$ cat config.mk
export PLATFORM = sky130hd
export DESIGN_NAME = addr_gen_nd
export DESIGN_NICKNAME = d
export VERILOG_FILES = /design/src/rtl/addr_gen_nd.sv
export SDC_FILE = /design/constraint.sdc
export NUM_CORES = 1
export LEC_CHECK = 0
export ABC_AREA = 1
export ABC_CLOCK_PERIOD_IN_PS = 9370
export BUFFER_PORTS_ARGS = -buffer_cell sky130_fd_sc_hd__buf_2
export CAP_MARGIN = 20
export CELL_PAD_IN_SITES_DETAIL_PLACEMENT = 1
export CELL_PAD_IN_SITES_GLOBAL_PLACEMENT = 1
export CORE_UTILIZATION = 47
export CTS_CLUSTER_SIZE = 40
export DETAILED_ROUTE_END_ITERATION = 10
export PLACE_DENSITY = 0.84
export SYNTH_ARGS = -nofsm -noshare
export SYNTH_HDL_FRONTEND = slang
export SYNTH_SLANG_ARGS = --single-unit
$ cat constraint.sdc
create_clock -name i_clk -period 9.37 [get_ports i_clk]
set_clock_uncertainty 0.1 [all_clocks]
set_input_delay 0.4685 -clock i_clk [delete_from_list [all_inputs] [get_ports i_clk]]
set_output_delay 0.4685 -clock i_clk [all_outputs]
set_load 0.03 [all_outputs]
$ cat src/rtl/addr_gen_nd.sv
// -----------------------------------------------------------------------------
// addr_gen_nd
// N-dimensional affine address generator. On i_start it captures a base
// address plus per-dimension extents and strides, then streams one address per
// accepted beat (dimension 0 innermost) and pulses o_done after the last beat.
//
// Optional feature macro: ADDR_GEN_ND_REPEAT_EN
//   When defined, adds i_repeat (sampled with i_start). A latched repeat makes
//   the walk loop back to the base forever, pulsing o_done after every pass;
//   only i_rst ends it.
//
// Ports
//   i_clk          clock, all state on rising edge
//   i_rst          synchronous active-high reset
//   i_start        begin a walk (honoured only in IDLE)
//   i_cfg_base     first address
//   i_cfg_extent   DIMS x CNT_W iterations per dimension (0 acts as 1)
//   i_cfg_stride   DIMS x ADDR_W two's-complement increment per dimension
//   i_repeat       (ADDR_GEN_ND_REPEAT_EN only) loop the walk
//   o_addr         current address (registered)
//   o_addr_valid   o_addr is valid
//   i_addr_ready   consumer accepts o_addr
//   o_addr_last    current beat is the last of the pass
//   o_busy         walk in progress
//   o_done         one-cycle pulse after the last beat is accepted
// -----------------------------------------------------------------------------
module addr_gen_nd #(
   parameter int ADDR_W = 32,
   parameter int DIMS   = 3,
   parameter int CNT_W  = 16
) (
   input  logic                   i_clk,
   input  logic                   i_rst,
   input  logic                   i_start,
   input  logic [ADDR_W-1:0]      i_cfg_base,
   input  logic [DIMS*CNT_W-1:0]  i_cfg_extent,
   input  logic [DIMS*ADDR_W-1:0] i_cfg_stride,
`ifdef ADDR_GEN_ND_REPEAT_EN
   input  logic                   i_repeat,
`endif
   output logic [ADDR_W-1:0]      o_addr,
   output logic                   o_addr_valid,
   input  logic                   i_addr_ready,
   output logic                   o_addr_last,
   output logic                   o_busy,
   output logic                   o_done
);

   typedef enum logic {S_IDLE, S_RUN} state_t;

   state_t                        r_state;
   logic [ADDR_W-1:0]             r_base;
   logic [DIMS-1:0][CNT_W-1:0]    r_emax;    // effective extent minus one
   logic [DIMS-1:0][ADDR_W-1:0]   r_stride;
   logic [DIMS-1:0][CNT_W-1:0]    r_cnt;
   logic [DIMS-1:0][ADDR_W-1:0]   r_off;
   logic [ADDR_W-1:0]             r_addr;
   logic                          r_valid;
   logic                          r_busy;
   logic                          r_done;

   logic [DIMS-1:0][CNT_W-1:0]    w_emax_cfg;
   logic [DIMS-1:0][ADDR_W-1:0]   w_stride_cfg;
   logic [DIMS-1:0][CNT_W-1:0]    w_cnt_nxt;
   logic [DIMS-1:0][ADDR_W-1:0]   w_off_nxt;
   logic [ADDR_W-1:0]             w_sum;
   logic                          w_found;
   logic                          w_beat;
   logic                          w_last;
   logic                          w_rep;

   // Unpack config slices; an extent of 0 behaves like 1, so its max count is 0.
   genvar g;
   generate
      for (g = 0; g < DIMS; g++) begin : g_cfg
         logic [CNT_W-1:0] w_ext;
         assign w_ext           = i_cfg_extent[g*CNT_W +: CNT_W];
         assign w_emax_cfg[g]   = (w_ext == '0) ? '0 : w_ext - CNT_W'(1);
         assign w_stride_cfg[g] = i_cfg_stride[g*ADDR_W +: ADDR_W];
      end
   endgenerate

`ifdef ADDR_GEN_ND_REPEAT_EN
   logic r_repeat;
   always_ff @(posedge i_clk) begin
      if (i_rst)
         r_repeat <= 1'b0;
      else if (r_state == S_IDLE && i_start)
         r_repeat <= i_repeat;
   end
   assign w_rep = r_repeat;
`else
   assign w_rep = 1'b0;
`endif

   // Odometer step: the lowest dimension not at its max advances, all lower
   // dimensions wrap to zero. If none can advance (final beat) everything
   // wraps, which is exactly the reload state for a repeating walk.
   always_comb begin
      w_found   = 1'b0;
      w_cnt_nxt = r_cnt;
      w_off_nxt = r_off;
      for (int j = 0; j < DIMS; j++) begin
         if (!w_found) begin
            if (r_cnt[j] != r_emax[j]) begin
               w_cnt_nxt[j] = r_cnt[j] + CNT_W'(1);
               w_off_nxt[j] = r_off[j] + r_stride[j];
               w_found      = 1'b1;
            end else begin
               w_cnt_nxt[j] = '0;
               w_off_nxt[j] = '0;
            end
         end
      end
      w_sum = r_base;
      for (int j = 0; j < DIMS; j++)
         w_sum = w_sum + w_off_nxt[j];
   end

   assign w_last = (r_state == S_RUN) && !w_found;
   assign w_beat = r_valid && i_addr_ready;

   always_ff @(posedge i_clk) begin
      if (i_rst) begin
         r_state  <= S_IDLE;
         r_base   <= '0;
         r_emax   <= '0;
         r_stride <= '0;
         r_cnt    <= '0;
         r_off    <= '0;
         r_addr   <= '0;
         r_valid  <= 1'b0;
         r_busy   <= 1'b0;
         r_done   <= 1'b0;
      end else begin
         r_done <= 1'b0;
         case (r_state)
            S_IDLE: begin
               if (i_start) begin
                  r_base   <= i_cfg_base;
                  r_emax   <= w_emax_cfg;
                  r_stride <= w_stride_cfg;
                  r_cnt    <= '0;
                  r_off    <= '0;
                  r_addr   <= i_cfg_base;
                  r_valid  <= 1'b1;
                  r_busy   <= 1'b1;
                  r_state  <= S_RUN;
               end
            end
            S_RUN: begin
               if (w_beat) begin
                  r_cnt <= w_cnt_nxt;
                  r_off <= w_off_nxt;
                  if (w_last && !w_rep) begin
                     // single pass finished; address holds its last value
                     r_state <= S_IDLE;
                     r_valid <= 1'b0;
                     r_busy  <= 1'b0;
                     r_done  <= 1'b1;
                  end else begin
                     r_addr <= w_sum;
                     r_done <= w_last;
                  end
               end
            end
            default: r_state <= S_IDLE;
         endcase
      end
   end

   assign o_addr       = r_addr;
   assign o_addr_valid = r_valid;
   assign o_addr_last  = w_last;
   assign o_busy       = r_busy;
   assign o_done       = r_done;

endmodule

==> flow_results.org <==
** Routing
- Number of violations reported at the end of detailed-routing iteration 0 :: 1507
- For this run, the detailed router's first-pass iteration total came to 6.
- Routed Antenna Nets :: 0
- Wire length per cell :: 20.58 um
- Residual DRC :: 0
- Wire length reported by the detailed router :: 89140 um
- Vias per cell :: 5.617
- Total via count after detailed routing :: 24330

** Synth
- Mapped Nets :: 3856
- By area, the combinational part of the netlist is dominated by simple AND/OR/NAND/NOR gates.
- Measured against the total synthesized area, the mux share comes to 0.
- The mapped netlist covers 23660 sq um.
- Synth Area in Compound Gates :: 0.1867
- XOR/XNOR Fraction of Synth Area :: 0.04294
- For this run, the register share of the synthesized area comes to 0.3004.
- Synthesis handed over a netlist of 3481 instances.
- Counting flops with a built-in enable in the synthesized netlist gives 0.
- By area the synthesized netlist is led by sky130_fd_sc_hd__dfxtp_1 (30%), sky130_fd_sc_hd__nand2_1 (12%), sky130_fd_sc_hd__nor2_1 (7.2%).
- Leading post-synthesis cells by instance count :: sky130_fd_sc_hd__nand2_1 (751), sky130_fd_sc_hd__nor2_1 (454), sky130_fd_sc_hd__inv_1 (427), sky130_fd_sc_hd__dfxtp_1 (355), sky130_fd_sc_hd__a21oi_1 (326)
- The Yosys step of the flow raised 0 warnings.
- Each instance of the synthesized netlist takes up on average 6.797 sq um.
- Most common cell in the netlist :: sky130_fd_sc_hd__nand2_1
- Synth top area share :: 0.3004
- Synth area leader :: sky130_fd_sc_hd__dfxtp_1
- For this run, the leading register cell type out of synthesis is sky130_fd_sc_hd__dfxtp_1.
- Share of synthesized cell area in and, or, nand and nor gates :: 0.2550
- Synth async-reset ratio :: 0
- The netlist uses 68 different library cells.
- Share of synthesized cell area in full adder, half adder and majority cells :: 0.1237
- Post-synthesis sequential element count :: 355

** Floorplan
- The die is 226.4 um tall.
- Ports placed on the boundary :: 216
- Row cnt :: 81
- For this configuration, the core starts out at a cell density of 0.4804.
- Die outline area :: 51240 sq um
- From left edge to right edge, the die measures 226.4 um.
- The region available for standard cell placement spans 49250 sq um.

** Placed design
- During placement, the flow inserted port buffers numbering 215.
- Weighted congestion reported at the end of routability-driven placement :: 1.003
- After detailed placement, the total cell area comes to 25200 sq um.
- Dpl hpwl :: 69310 um
- After detailed placement, the design holds a cell count of 4253.

** Clock tree
- After clock tree synthesis, the flow added hold-fix buffers numbering 0.
- The later pin in the worst-skew pair is clocked with a latency of 0.60 ns.
- TritonCTS Buffers :: 44
- CTS clk-pin slew, worst paths :: 0.06 ns
- Clk sinks :: 355
- Post-CTS repair changed the size of 0 cells.
- CTS built an H-tree with a depth of 2.
- TritonCTS built the clock tree.
- Max Root-Sink Buffers :: 3
- Buffers added to address setup during post-CTS repair amount to 0.
- Clock root buffer master :: sky130_fd_sc_hd__clkbuf_16

** Global route
- Number of global-route vias before repair :: 25000
- In the global route stage, met3 resource usage came out at 0.05274.
- Entering global routing, the biggest net connects 109 pins.
- After global routing, the most crowded layer is met2.
- The first global-routing pass estimated 138200 um of wire.
- In the global route stage, overall resource usage came out at 0.3497.
- Leftover overflow at the end of global routing :: 0
- The initial antenna violation count came to 2.
- Global-route track usage on met2 :: 0.5697
- For this run, global-route usage on met1 was measured as 0.4578.

** Timing
- Unrepaired setup endpoints after global routing :: no
- Final Hold Fails :: 0
- Counting I/O delays and the setup requirement, the final critical path takes 6.435 ns.
- Setup violations remaining at the end of the flow were counted as 0.
- Achievable clock frequency :: 0.1554 GHz
- Worst hold margin :: 0.02937 ns
- Measured against its own limit, the worst slew margin works out to 0.2087.
- In the final timing run, aggregate negative setup slack is 0 ns.
- For the pin with the worst max-slew slack, the measured transition is 1.186 ns.
- Share of the cycle needed by the critical path after routing :: 0.6868
- The max-slew violation total from the final report is 0.

** Power
- Power per cell area :: 162.6 nW/um^2
- The analysis attributes to cell leakage a power of 12.09 nW.
- VDD sags by at most 0.1228 mV.

** Worst hold path
- Counting instances, the worst hold path has a depth of 3.
- Worst hold path type :: in2reg

** Flow run
- Max-capacitance violation count :: 0

** Setup path
- Cell count of the worst reg-to-reg path :: 27
- Crit end category :: flop
- Max FO, Critical Path :: 50
- Arrival @ worst endpoint :: 6.78 ns
- Category of the critical setup timing path :: reg2reg
- For the worst setup path, the data required time is 9.72 ns.
- Kind of start point of the critical path :: flop

** Layout
- In the final design database the tool counted 4010 nets.
- 0 antenna diodes ended up in the layout.
- The layout has 6634 filler cells.
- Cell area after layout :: 26760 sq um
- Layout cell share with drive strength beyond 1 :: 0.1080
- Signed area change from the synthesized netlist to the final layout :: 13.11%
- The finished layout holds 4332 standard cells, fillers aside.

** Status
- The flow ran to the end, and the final reports show no timing, DRC or antenna violations.
-- stage by stage --
| stage | setup WS [ns] | power (mW) | util |
|---|---|---|---|
| finish | 2.935 | 4.352 | 0.5433 |
| floorplan | 4.520 | 2.187 | - |
| global route | 2.470 | 4.517 | 0.5433 |
| detailed placement | 3.094 | 2.489 | 0.5116 |
| global placement | 3.233 | 2.460 | 0.5114 |
| CTS | 3.016 | 4.359 | 0.5433 |
-- power by group --
group	leakage, nW	switching [mW]	internal (mW)
registers	2.90	0.0578	1.58
clock network	0.772	0.717	1.16
logic	8.41	0.580	0.258
-- layout make-up --
| class | count | area, sq um | share of cell area |
|---|---|---|---|
| clock buffer | 65 | 1311 | 0.04900 |
| clock inverter | 14 | 252.7 | 0.009444 |
| timing repair buffer | 226 | 1174 | 0.04385 |
| inverter | 446 | 1678 | 0.06270 |
| tap | 664 | 830.8 | 0.03104 |
| multi-input combinational | 2562 | 14410 | 0.5384 |
| sequential | 355 | 7108 | 0.2656 |
-- registers in the layout, indices dropped and copies added, names as in the netlist --
register,cells
o_busy,1
o_addr,32
r_stride,96
o_done,1
r_emax,48
r_base,32
r_cnt,48
r_state,1
r_off,96
-- logic make-up after synthesis --
group | Yosys count
compound gates | 794
xor+xnor | 116
fa+ha+maj | 195
buf+inv | 564
flops | 355
simple gates | 1457
-- critical path: stages, from the launching register on --
cell,delay [ns]
sky130_fd_sc_hd__dfxtp_1,0.44
sky130_fd_sc_hd__xnor2_1,0.15
sky130_fd_sc_hd__nand2_1,0.08
sky130_fd_sc_hd__nor2_2,0.21
sky130_fd_sc_hd__nand4_4,0.11
sky130_fd_sc_hd__buf_4,0.32
sky130_fd_sc_hd__nor2_2,0.71
sky130_fd_sc_hd__inv_2,0.35
sky130_fd_sc_hd__a21oi_1,0.19
sky130_fd_sc_hd__o21ai_0,0.10
sky130_fd_sc_hd__o21ai_0,0.17
sky130_fd_sc_hd__fa_1,0.49
sky130_fd_sc_hd__inv_1,0.12
sky130_fd_sc_hd__fa_1,0.44
sky130_fd_sc_hd__inv_1,0.07
sky130_fd_sc_hd__ha_1,0.30
sky130_fd_sc_hd__a21oi_1,0.26
sky130_fd_sc_hd__inv_1,0.07
sky130_fd_sc_hd__a21oi_1,0.26
sky130_fd_sc_hd__o21ai_0,0.16
sky130_fd_sc_hd__inv_1,0.12
sky130_fd_sc_hd__nor2_1,0.04
sky130_fd_sc_hd__a2111oi_0,0.43
sky130_fd_sc_hd__a21oi_1,0.13
sky130_fd_sc_hd__nor2_1,0.17
sky130_fd_sc_hd__nor2_1,0.06
sky130_fd_sc_hd__a21oi_1,0.11
sky130_fd_sc_hd__nor2_1,0.05
-- path summary, 6_finish.rpt --
kind | from | slack [ns] | end
worst max-delay path | r_cnt[13] | 2.93 | o_addr[30]
worst max register to register | r_cnt[13] | 2.93 | o_addr[30]
worst min-delay path | i_cfg_stride[75] | 0.03 | r_stride[75]
worst min register to register | r_off[30] | 0.37 | r_off[30]
-- cell usage in the layout, fill, tap and decap left out, types with 65 or more instances in the layout --
cell type,synthesis,routed
sky130_fd_sc_hd__nor2_1,454,452
sky130_fd_sc_hd__o21ai_0,258,258
sky130_fd_sc_hd__inv_1,427,426
sky130_fd_sc_hd__dfxtp_1,355,354
sky130_fd_sc_hd__xnor2_1,69,69
sky130_fd_sc_hd__a21oi_1,326,326
sky130_fd_sc_hd__nand3_1,101,101
sky130_fd_sc_hd__fa_1,65,65
sky130_fd_sc_hd__nand2_1,751,750
sky130_fd_sc_hd__ha_1,130,130
sky130_fd_sc_hd__buf_2,12,214
-- layer usage --
layer  vias up  part of all wire
li1      11620                 -
met1     11830              0.45
met2       705              0.45
met3       177             0.062
met4         4             0.043
met5         -           0.00029
No activity file was read; power rests on OpenSTA's default activity.
